===== src/rtl/tmu2_pkg.sv =====
// Shared TMU2 constants: mesh geometry, Wishbone burst codes and coordinate width.
package tmu2_pkg;

  localparam int MESH_STRIDE_LOG2 = 7;
  localparam int COORD_W          = 18;

  localparam logic [2:0] CTI_INCR = 3'b010;
  localparam logic [2:0] CTI_END  = 3'b111;

endpackage


===== src/rtl/tmu2_mesh_walker.sv =====
// Square-position counters and destination accumulators for the vertex fetcher.
module tmu2_mesh_walker
  import tmu2_pkg::*;
(
  input  logic                        sys_clk,
  input  logic                        sys_rst,
  input  logic                        load,
  input  logic                        step,
  input  logic [MESH_STRIDE_LOG2-1:0] hlast,
  input  logic [MESH_STRIDE_LOG2-1:0] vlast,
  input  logic signed [11:0]          hoffset,
  input  logic signed [11:0]          voffset,
  input  logic [10:0]                 squarew,
  input  logic [10:0]                 squareh,
  output logic [MESH_STRIDE_LOG2-1:0] x,
  output logic [MESH_STRIDE_LOG2-1:0] y,
  output logic signed [11:0]          drx,
  output logic signed [11:0]          dry,
  output logic                        last
);

  logic [MESH_STRIDE_LOG2-1:0] hlast_reg, vlast_reg, x_reg, y_reg;
  logic signed [11:0]          hoffset_reg, drx_reg, dry_reg;
  logic [10:0]                 squarew_reg, squareh_reg;
  logic                        row_end;

  assign row_end = (x_reg == hlast_reg - 1'b1);
  assign last    = row_end && (y_reg == vlast_reg - 1'b1);

  assign x   = x_reg;
  assign y   = y_reg;
  assign drx = drx_reg;
  assign dry = dry_reg;

  // Accumulators wrap silently in 12-bit two's complement.
  always_ff @(posedge sys_clk or posedge sys_rst) begin
    if (sys_rst) begin
      hlast_reg   <= '0;
      vlast_reg   <= '0;
      hoffset_reg <= '0;
      squarew_reg <= '0;
      squareh_reg <= '0;
      x_reg       <= '0;
      y_reg       <= '0;
      drx_reg     <= '0;
      dry_reg     <= '0;
    end else if (load) begin
      hlast_reg   <= hlast;
      vlast_reg   <= vlast;
      hoffset_reg <= hoffset;
      squarew_reg <= squarew;
      squareh_reg <= squareh;
      x_reg       <= '0;
      y_reg       <= '0;
      drx_reg     <= hoffset;
      dry_reg     <= voffset;
    end else if (step) begin
      if (row_end) begin
        x_reg   <= '0;
        y_reg   <= y_reg + 1'b1;
        drx_reg <= hoffset_reg;
        dry_reg <= dry_reg + $signed({1'b0, squareh_reg});
      end else begin
        x_reg   <= x_reg + 1'b1;
        drx_reg <= drx_reg + $signed({1'b0, squarew_reg});
      end
    end
  end

endmodule


===== src/rtl/tmu2_fetchvertex.sv =====
// TMU2 vertex fetch: reads the four corners of each mesh square over Wishbone
// bursts and presents one texture/destination record per square.
module tmu2_fetchvertex
  import tmu2_pkg::*;
(
  input  logic               sys_clk,
  input  logic               sys_rst,
  input  logic               start,
  output logic               busy,
  input  logic [6:0]         vertex_hlast,
  input  logic [6:0]         vertex_vlast,
  input  logic [28:0]        vertex_adr,
  input  logic signed [11:0] dst_hoffset,
  input  logic signed [11:0] dst_voffset,
  input  logic [10:0]        dst_squarew,
  input  logic [10:0]        dst_squareh,
  output logic [31:0]        wbm_adr_o,
  output logic [2:0]         wbm_cti_o,
  output logic               wbm_cyc_o,
  output logic               wbm_stb_o,
  input  logic               wbm_ack_i,
  input  logic [31:0]        wbm_dat_i,
  output logic               pipe_stb_o,
  input  logic               pipe_ack_i,
  output logic signed [17:0] ax,
  output logic signed [17:0] ay,
  output logic signed [17:0] bx,
  output logic signed [17:0] by,
  output logic signed [17:0] cx,
  output logic signed [17:0] cy,
  output logic signed [17:0] dx,
  output logic signed [17:0] dy,
  output logic signed [11:0] drx,
  output logic signed [11:0] dry
);

  typedef enum logic [1:0] {IDLE, FETCH, EMIT, NEXT} state_t;

  state_t             state_reg, state_next;
  logic               busy_reg, busy_next;
  logic               cyc_reg, cyc_next;
  logic [31:0]        adr_reg, adr_next;
  logic [2:0]         cti_reg, cti_next;
  logic [1:0]         corner_reg, corner_next;
  logic               beat_reg, beat_next;
  logic               pipe_stb_reg, pipe_stb_next;
  logic [28:0]        base_reg;
  logic [COORD_W-1:0] coord_reg  [0:7];
  logic [COORD_W-1:0] coord_next [0:7];

  logic                        load, step, walk_last, degenerate;
  logic [MESH_STRIDE_LOG2-1:0] walk_x, walk_y;
  logic                        unused_dat;

  assign unused_dat = ^wbm_dat_i[31:COORD_W];
  assign degenerate = (vertex_hlast == '0) || (vertex_vlast == '0);

  tmu2_mesh_walker u_walker (
    .sys_clk (sys_clk),
    .sys_rst (sys_rst),
    .load    (load),
    .step    (step),
    .hlast   (vertex_hlast),
    .vlast   (vertex_vlast),
    .hoffset (dst_hoffset),
    .voffset (dst_voffset),
    .squarew (dst_squarew),
    .squareh (dst_squareh),
    .x       (walk_x),
    .y       (walk_y),
    .drx     (drx),
    .dry     (dry),
    .last    (walk_last)
  );

  // Corner c[0] selects the +1 column, c[1] the +1 row; hi selects the Y word.
  function automatic logic [31:0] corner_adr(input logic [28:0] base,
                                             input logic [6:0] px, input logic [6:0] py,
                                             input logic [1:0] c, input logic hi);
    logic [6:0]  ci, cj;
    logic [28:0] v;
    ci = px + {6'd0, c[0]};
    cj = py + {6'd0, c[1]};
    v  = base + {15'd0, cj, ci};
    return {v, hi, 2'b00};
  endfunction

  always_comb begin
    state_next    = state_reg;
    busy_next     = busy_reg;
    cyc_next      = cyc_reg;
    adr_next      = adr_reg;
    cti_next      = cti_reg;
    corner_next   = corner_reg;
    beat_next     = beat_reg;
    pipe_stb_next = pipe_stb_reg;
    coord_next    = coord_reg;
    load          = 1'b0;
    step          = 1'b0;
    case (state_reg)
      IDLE: begin
        busy_next = 1'b0;
        if (start && !busy_reg) begin
          load      = 1'b1;
          busy_next = 1'b1;
          if (!degenerate) begin
            // Walk restarts at square (0,0), so corner A sits at the base.
            state_next  = FETCH;
            cyc_next    = 1'b1;
            adr_next    = {vertex_adr, 3'b000};
            cti_next    = CTI_INCR;
            corner_next = 2'd0;
            beat_next   = 1'b0;
          end
        end
      end
      FETCH: begin
        if (!cyc_reg) begin
          cyc_next  = 1'b1;
          adr_next  = corner_adr(base_reg, walk_x, walk_y, corner_reg, 1'b0);
          cti_next  = CTI_INCR;
          beat_next = 1'b0;
        end else if (wbm_ack_i) begin
          coord_next[{corner_reg, beat_reg}] = wbm_dat_i[COORD_W-1:0];
          if (!beat_reg) begin
            beat_next = 1'b1;
            adr_next  = corner_adr(base_reg, walk_x, walk_y, corner_reg, 1'b1);
            cti_next  = CTI_END;
          end else begin
            cyc_next    = 1'b0;
            cti_next    = 3'b000;
            corner_next = corner_reg + 2'd1;
            if (corner_reg == 2'd3) begin
              state_next    = EMIT;
              pipe_stb_next = 1'b1;
            end
          end
        end
      end
      EMIT: begin
        if (pipe_ack_i) begin
          pipe_stb_next = 1'b0;
          state_next    = NEXT;
          busy_next     = !walk_last;
        end
      end
      NEXT: begin
        if (walk_last) begin
          state_next = IDLE;
        end else begin
          step        = 1'b1;
          state_next  = FETCH;
          corner_next = 2'd0;
        end
      end
      default: state_next = IDLE;
    endcase
  end

  always_ff @(posedge sys_clk or posedge sys_rst) begin
    if (sys_rst) begin
      state_reg    <= IDLE;
      busy_reg     <= 1'b0;
      cyc_reg      <= 1'b0;
      adr_reg      <= '0;
      cti_reg      <= '0;
      corner_reg   <= '0;
      beat_reg     <= 1'b0;
      pipe_stb_reg <= 1'b0;
      base_reg     <= '0;
    end else begin
      state_reg    <= state_next;
      busy_reg     <= busy_next;
      cyc_reg      <= cyc_next;
      adr_reg      <= adr_next;
      cti_reg      <= cti_next;
      corner_reg   <= corner_next;
      beat_reg     <= beat_next;
      pipe_stb_reg <= pipe_stb_next;
      if (load) base_reg <= vertex_adr;
    end
  end

  genvar gi;
  generate
    for (gi = 0; gi < 8; gi++) begin : g_coord
      always_ff @(posedge sys_clk or posedge sys_rst) begin
        if (sys_rst) coord_reg[gi] <= '0;
        else         coord_reg[gi] <= coord_next[gi];
      end
    end
  endgenerate

  assign busy       = busy_reg;
  assign wbm_cyc_o  = cyc_reg;
  assign wbm_stb_o  = cyc_reg;
  assign wbm_adr_o  = adr_reg;
  assign wbm_cti_o  = cti_reg;
  assign pipe_stb_o = pipe_stb_reg;

  assign ax = coord_reg[0];
  assign ay = coord_reg[1];
  assign bx = coord_reg[2];
  assign by = coord_reg[3];
  assign cx = coord_reg[4];
  assign cy = coord_reg[5];
  assign dx = coord_reg[6];
  assign dy = coord_reg[7];

endmodule

===== config.mk =====
export PLATFORM = sky130hd
export DESIGN_NAME = tmu2_fetchvertex
export DESIGN_NICKNAME = d
export VERILOG_FILES = /design/src/rtl/tmu2_pkg.sv /design/src/rtl/tmu2_mesh_walker.sv /design/src/rtl/tmu2_fetchvertex.sv
export SDC_FILE = /design/constraint.sdc
export NUM_CORES = 1
export LEC_CHECK = 0
export ABC_AREA = 1
export CAP_MARGIN = 5
export CORE_MARGIN = 4
export CORE_UTILIZATION = 52
export CTS_BUF_LIST = sky130_fd_sc_hd__clkbuf_16
export DETAILED_ROUTE_END_ITERATION = 8
export HOLD_SLACK_MARGIN = 0.15
export PLACE_DENSITY = 0.8
export SLEW_MARGIN = 0
export SYNTH_ARGS = -nofsm -noshare
export SYNTH_HDL_FRONTEND = slang
export SYNTH_SLANG_ARGS = --single-unit

===== constraint.sdc =====
create_clock -name sys_clk -period 14.7 [get_ports sys_clk]
set_input_delay 2.94 -clock sys_clk [delete_from_list [all_inputs] [get_ports sys_clk]]
set_output_delay 2.94 -clock sys_clk [all_outputs]
set_load 0.05 [all_outputs]

# Word level (Yosys, flattened, before mapping)
# Index checks and enable logic that the tools add are counted.
# totals
in_bits	126
regBits	302
word_cells	145
out_inout_bits	207
# op_classes
bitwise	1
addsub	10
eq_ne	16
order_cmp	2
n_mux	66
n_reduce_logical	24
# ops
cell	count
2-to-1 mux 32 bit	5
bitwise mux 144 bit	1
2-to-1 mux 12 bit	6
case mux 32 bit (2 select lines)	1
demux 18 bit (select 3 bit)	1
2-to-1 mux 7 bit	6
adder 29 x 14 -> 29 bit	1
2-to-1 mux 2 bit	13
adder 12 bit	2
2-to-1 mux 1 bit	20
2-to-1 mux 18 bit	1
inequality test 2 bit, second input constant	8
2-to-1 mux 3 bit	5
adder 7 x 1 -> 7 bit	2
adder 7 x 1 -> 7 bit, second input constant	2
equality test 7 bit	2
logical NOT 7 bit	2
AND reduction 7 bit	2
subtractor 7 x 1 -> 7 bit, second input constant	2
nonzero test 2 bit	5
case mux 1 bit (2 select lines)	4
case mux 2 bit (4 select lines)	1
equality test 2 bit, second input constant	3
inequality test 3 bit, second input constant	2
other kinds (17)	22

# Logic depth before layout (Yosys ltp)
# logic_depth
depth_word	7
mapped_depth	19

# Cells and area by module
# From an unflattened synthesis, not the netlist that was laid out.
# unflattened
hier_cells	1953
hier_area_um2	15478.6
# by_module_without_submodules
mod	area_per_inst_um2	n_inst	seq_area_each_um2	cells_per_inst
tmu2_fetchvertex	10137.2	1	5330.1	1244
tmu2_mesh_walker	5341.4	1	2152.1	709

# Least setup slack after synthesis
# No wires, ideal clock.
# synth_timing
path_kind	input -> register
startpoint	in start
endpoint	reg u_walker.drx_reg[1], in the netlist u_walker.drx[1]
stages	9
arrival_time_ns	4.043
setup_ns	0.125
path_slack_ns	10.532
required_ns	14.575
cell_sequence	inv_1 -> nor2_1 -> inv_1 -> nor2_2 -> inv_2 -> clkbuf_1 -> clkbuf_1 -> nand3_1 -> nand3_1
# synth_via
elab_chain_cells	4
word_cells_on_any_way	5
# synth_lines
item	line	rtl
start: declaration	tmu2_fetchvertex.sv:8	input logic start,
logical AND 1 bit *	tmu2_fetchvertex.sv:103	if (start && !busy_reg) begin
2-to-1 mux 1 bit *	tmu2_fetchvertex.sv:103	
2-to-1 mux 1 bit *	tmu2_fetchvertex.sv:100	case (state_reg)
2-to-1 mux 12 bit / nonzero test 2 bit (equally long branches)	n/a	
end signal: assignment	tmu2_mesh_walker.sv:55	drx_reg <= hoffset;
end signal: assignment	tmu2_mesh_walker.sv:61	drx_reg <= hoffset_reg;
end signal: assignment	tmu2_mesh_walker.sv:65	drx_reg <= drx_reg + $signed({1'b0, squarew_reg});
end: declaration	tmu2_mesh_walker.sv:23	logic signed [11:0] hoffset_reg, drx_reg, dry_reg;
# Every way passes the cells marked *; elsewhere a longest branch is shown, timed or not.
# A chain may end at the register's enable or synchronous reset.

==> results.sh <==
export IMPL_ys_async_sr_fraction=1.00
export IMPL_grt_max_degree=144
export IMPL_final_area_um2=19800
export IMPL_start_util=0.530
export IMPL_diodes=0
export IMPL_placed_area_um2=18700
export IMPL_antenna_found_initial=1
export IMPL_nFillCells=2362
export IMPL_die_x_um=180
export IMPL_fin_ws_ns=9.03
export IMPL_multi_input_area_um2=6920
export IMPL_fin_tns_setup_ns=0
export IMPL_dp_hpwl_um=33400
export IMPL_ys_flop_type="dfrtp_1"
export IMPL_start_kind="primary input"
export IMPL_drv_cap=0
export IMPL_slowest_delay_ns=0.95
export IMPL_worstHoldStart="u_walker.hoffset_reg[6]"
export IMPL_drt_iter0_drc=1100
export IMPL_p_leak_nw=9.75
export IMPL_synthTopCellsByArea="dfrtp_1 49%, nand2_1 18%, o21ai_0 7.1%"
export IMPL_ctsHoldBuffers=0
export IMPL_num_io_pins=333
export IMPL_fmax_mhz=176
export IMPL_cts_sinks=299
export IMPL_grt_pass1_wl_um=76600
export IMPL_hold_path_class="flop to flop"
export IMPL_synth_edf_count=0
export IMPL_cts_root_buf="clkbuf_16"
export IMPL_ys_seq_elements=299
export IMPL_coreArea_um2=28900
export IMPL_muxShareOfSynthArea=0
export IMPL_p_per_area_nw_per_um2=242
export IMPL_critPathArrivalTime_ns=6.14
export IMPL_overflow=0
export IMPL_post_place_cells=2615
export IMPL_synth_commonest_cells="719 x nand2_1, 299 x dfrtp_1, 217 x o21ai_0"
export IMPL_tritoncts="done"
export IMPL_cts_max_path_buffers=3
export IMPL_vias=14400
export IMPL_synthSimpleGateAreaFrac=0.282
export IMPL_postCtsSetupRepairBufs=0
export IMPL_syn_inst=1975
export IMPL_power_mw=4.78
export IMPL_dp_slack_ns=8.35
export IMPL_place_congestion=0.916
export IMPL_final_cells=2674
export IMPL_synth_most_common_cell="nand2_1"
export IMPL_synth_top_area_share=0.489
export IMPL_post_route_util=0.685
export IMPL_synth_compound_area_frac=0.0994
export IMPL_yosys_warnings=0
export IMPL_r2r_cells=15
export IMPL_rsz0062_at_grt="false"
export IMPL_seq_area_frac_synth=0.489
export IMPL_numCtsBuffers=34
export IMPL_synth_xor_area_share=0.0235
export IMPL_grt_busiest_layer="met2"
export IMPL_die_area_um2=32200
export IMPL_met3_usage=0.0831
export IMPL_met1_usage=0.369
export IMPL_timing_rr_end="u_walker.x[2]"
export IMPL_slowest_stage="buf_4"
export IMPL_holdWs_ns=0.471
export IMPL_synthAdderAreaFrac=0.0464
export IMPL_yosysTopAreaCell="dfrtp_1"
export IMPL_path_clk_slew_ns=0.06
export IMPL_criticalPathCategory="primary input to async pin"
export IMPL_final_antenna_net_count=0
export IMPL_nets=2448
export IMPL_first_pass_iters=6
export IMPL_grt_total_usage=0.287
export IMPL_critical_path_cell_chain="clkdlybuf4s50_1 -> inv_8 -> buf_4 -> buf_4"
export IMPL_seq_area_um2=7480
export IMPL_drc=0
export IMPL_cp_max_fo=143
export IMPL_holdPathEnd="u_walker.hoffset_reg[6]"
export IMPL_avgSynthCellArea_um2=7.75
export IMPL_status="finished, final reports clean"
export IMPL_vdd_drop_max_mv=0.148
export IMPL_areaGrowthSynthToFinish_pct=29.2
export IMPL_setup_viol=0
export IMPL_wl_um=47200
export IMPL_insertion_delay_ns=0.53
export IMPL_rows=62
export IMPL_viasPerCell=5.39
export IMPL_critPathRequiredTime_ns=15.17
export IMPL_tightestPinTransition_ns=1.13
export IMPL_fin_skew_ns=0.0191
export IMPL_cp_top_family="buffers and inverters"
export IMPL_ctsHtreeMaxLevel=2
export IMPL_r2r_start="u_walker.hlast_reg[0]"
export IMPL_fin_crit_sh=0.386
export IMPL_finalCriticalPeriod_ns=5.67
export IMPL_die_y_um=180
export IMPL_cp_end_kind="async pin"
export IMPL_drive_gt1_frac=0.0349
export IMPL_numPortBuffers=316
export IMPL_syn_area_um2=15300
export IMPL_crit_buf_inv=4
export IMPL_min_path_cells=2
export IMPL_critical_path_most_common_cell="buf_4"
export IMPL_max_slew_margin=0.250
export IMPL_netlist_cell_type_count=42
export IMPL_largest_reg_flops=30
export IMPL_synth_top_family_by_area="simple AND/OR/NAND/NOR gates"
export IMPL_hold_viol_final=0
export IMPL_routedWlPerCell_um=17.6
export IMPL_r2r_setup_slack_ns=11.49
export IMPL_use_met2=0.474
export IMPL_post_cts_resize_count=0
export IMPL_finalMaxSlewViolations=0
export IMPL_grt_pass1_vias=14300
## power by group
group / total [mW] / switching, mW / leakage (nW) / internal [mW]
Sequential: 1.39 / 0.244 / 3.88 / 1.14
Clock: 0.801 / 0.356 / 0.532 / 0.445
Combinational: 2.59 / 1.76 / 5.34 / 0.830
## per-layer routing
| layer | routed length, µm | vias up | part of all wire |
|---|---|---|---|
| li1 | - | 6931 | - |
| met1 | 19400 | 6854 | 0.41 |
| met2 | 22300 | 529 | 0.47 |
| met3 | 4020 | 99 | 0.085 |
| met4 | 1470 | 2 | 0.031 |
| met5 | 13 | - | 0.00028 |
## layout by cell type (no fill, tap or decap), types with 2 or more instances in the layout
master           Yosys  final
nand2_1            719    719
clkdlybuf4s50_1      0    316
dfrtp_1            299    299
o21ai_0            217    217
nand3_1            163    163
inv_1              149    156
nor2_1             130    130
ha_1                52     52
a21oi_1             46     46
clkbuf_16            0     34
xor2_1              29     29
nand4_1             22     22
buf_4                4     14
xnor2_1             12     12
clkinv_1             2      8
or2_2                6      6
o21bai_1             6      6
a31oi_1              6      6
nor3_1               5      5
nor2_2               5      4
a21o_1               4      4
clkinv_2             0      4
inv_2                3      3
o21ai_1              3      3
o211ai_1             3      3
fa_1                 3      3
nor2_4               1      2
nand2_4              2      2
nand3b_1             2      2
conb_1               1      2
inv_16               0      2
clkinvlp_4           0      2
## layout make-up
| cell class | instances | share of cell area |
|---|---|---|
| repair buffers | 330 | 0.165 |
| flip-flops and latches | 299 | 0.378 |
| multi-input cells | 1448 | 0.350 |
| clock inverters | 25 | 0.00924 |
| well taps | 384 | 0.0243 |
| clock buffers | 34 | 0.0430 |
| inverters | 154 | 0.0296 |
## how the worst max path moves through the flow
stage	depth (start not counted)	startpoint	to	slack, ns
2_1_floorplan	1	sys_rst	ax[0]	3.50
3_3_place_gp	4	sys_rst	dx[7]	8.41
3_5_place_dp	4	sys_rst	dx[2]	8.35
4_1_cts	4	sys_rst	cy[14]	8.92
5_1_grt	4	sys_rst	ay[2]	8.57
6_report	4	sys_rst	cx[2]	9.03
## kinds of logic after synthesis
kind of cell / Yosys count
adder cells (fa/ha/maj): 55
AND/OR/NAND/NOR: 1060
XOR/XNOR: 41
other: 1
buffers and inverters: 229
AO/OA/AOI/OAI: 290
flip-flops: 299
## worst register-to-register path, stage by stage (launching register included)
cell and delay, ns:
dfrtp_1 0.43, inv_2 0.09, ha_1 0.27, inv_1 0.07, nand2_1 0.07, nand2_1 0.06, nand2_1 0.05, nand2_1 0.06
inv_1 0.05, nand3_1 0.06, nor2_1 0.06, nand2_1 0.43, nand2_1 0.74, nor2_2 0.50, nand3_1 0.11, o21ai_1 0.09
Power figures use the tool's default switching activity.
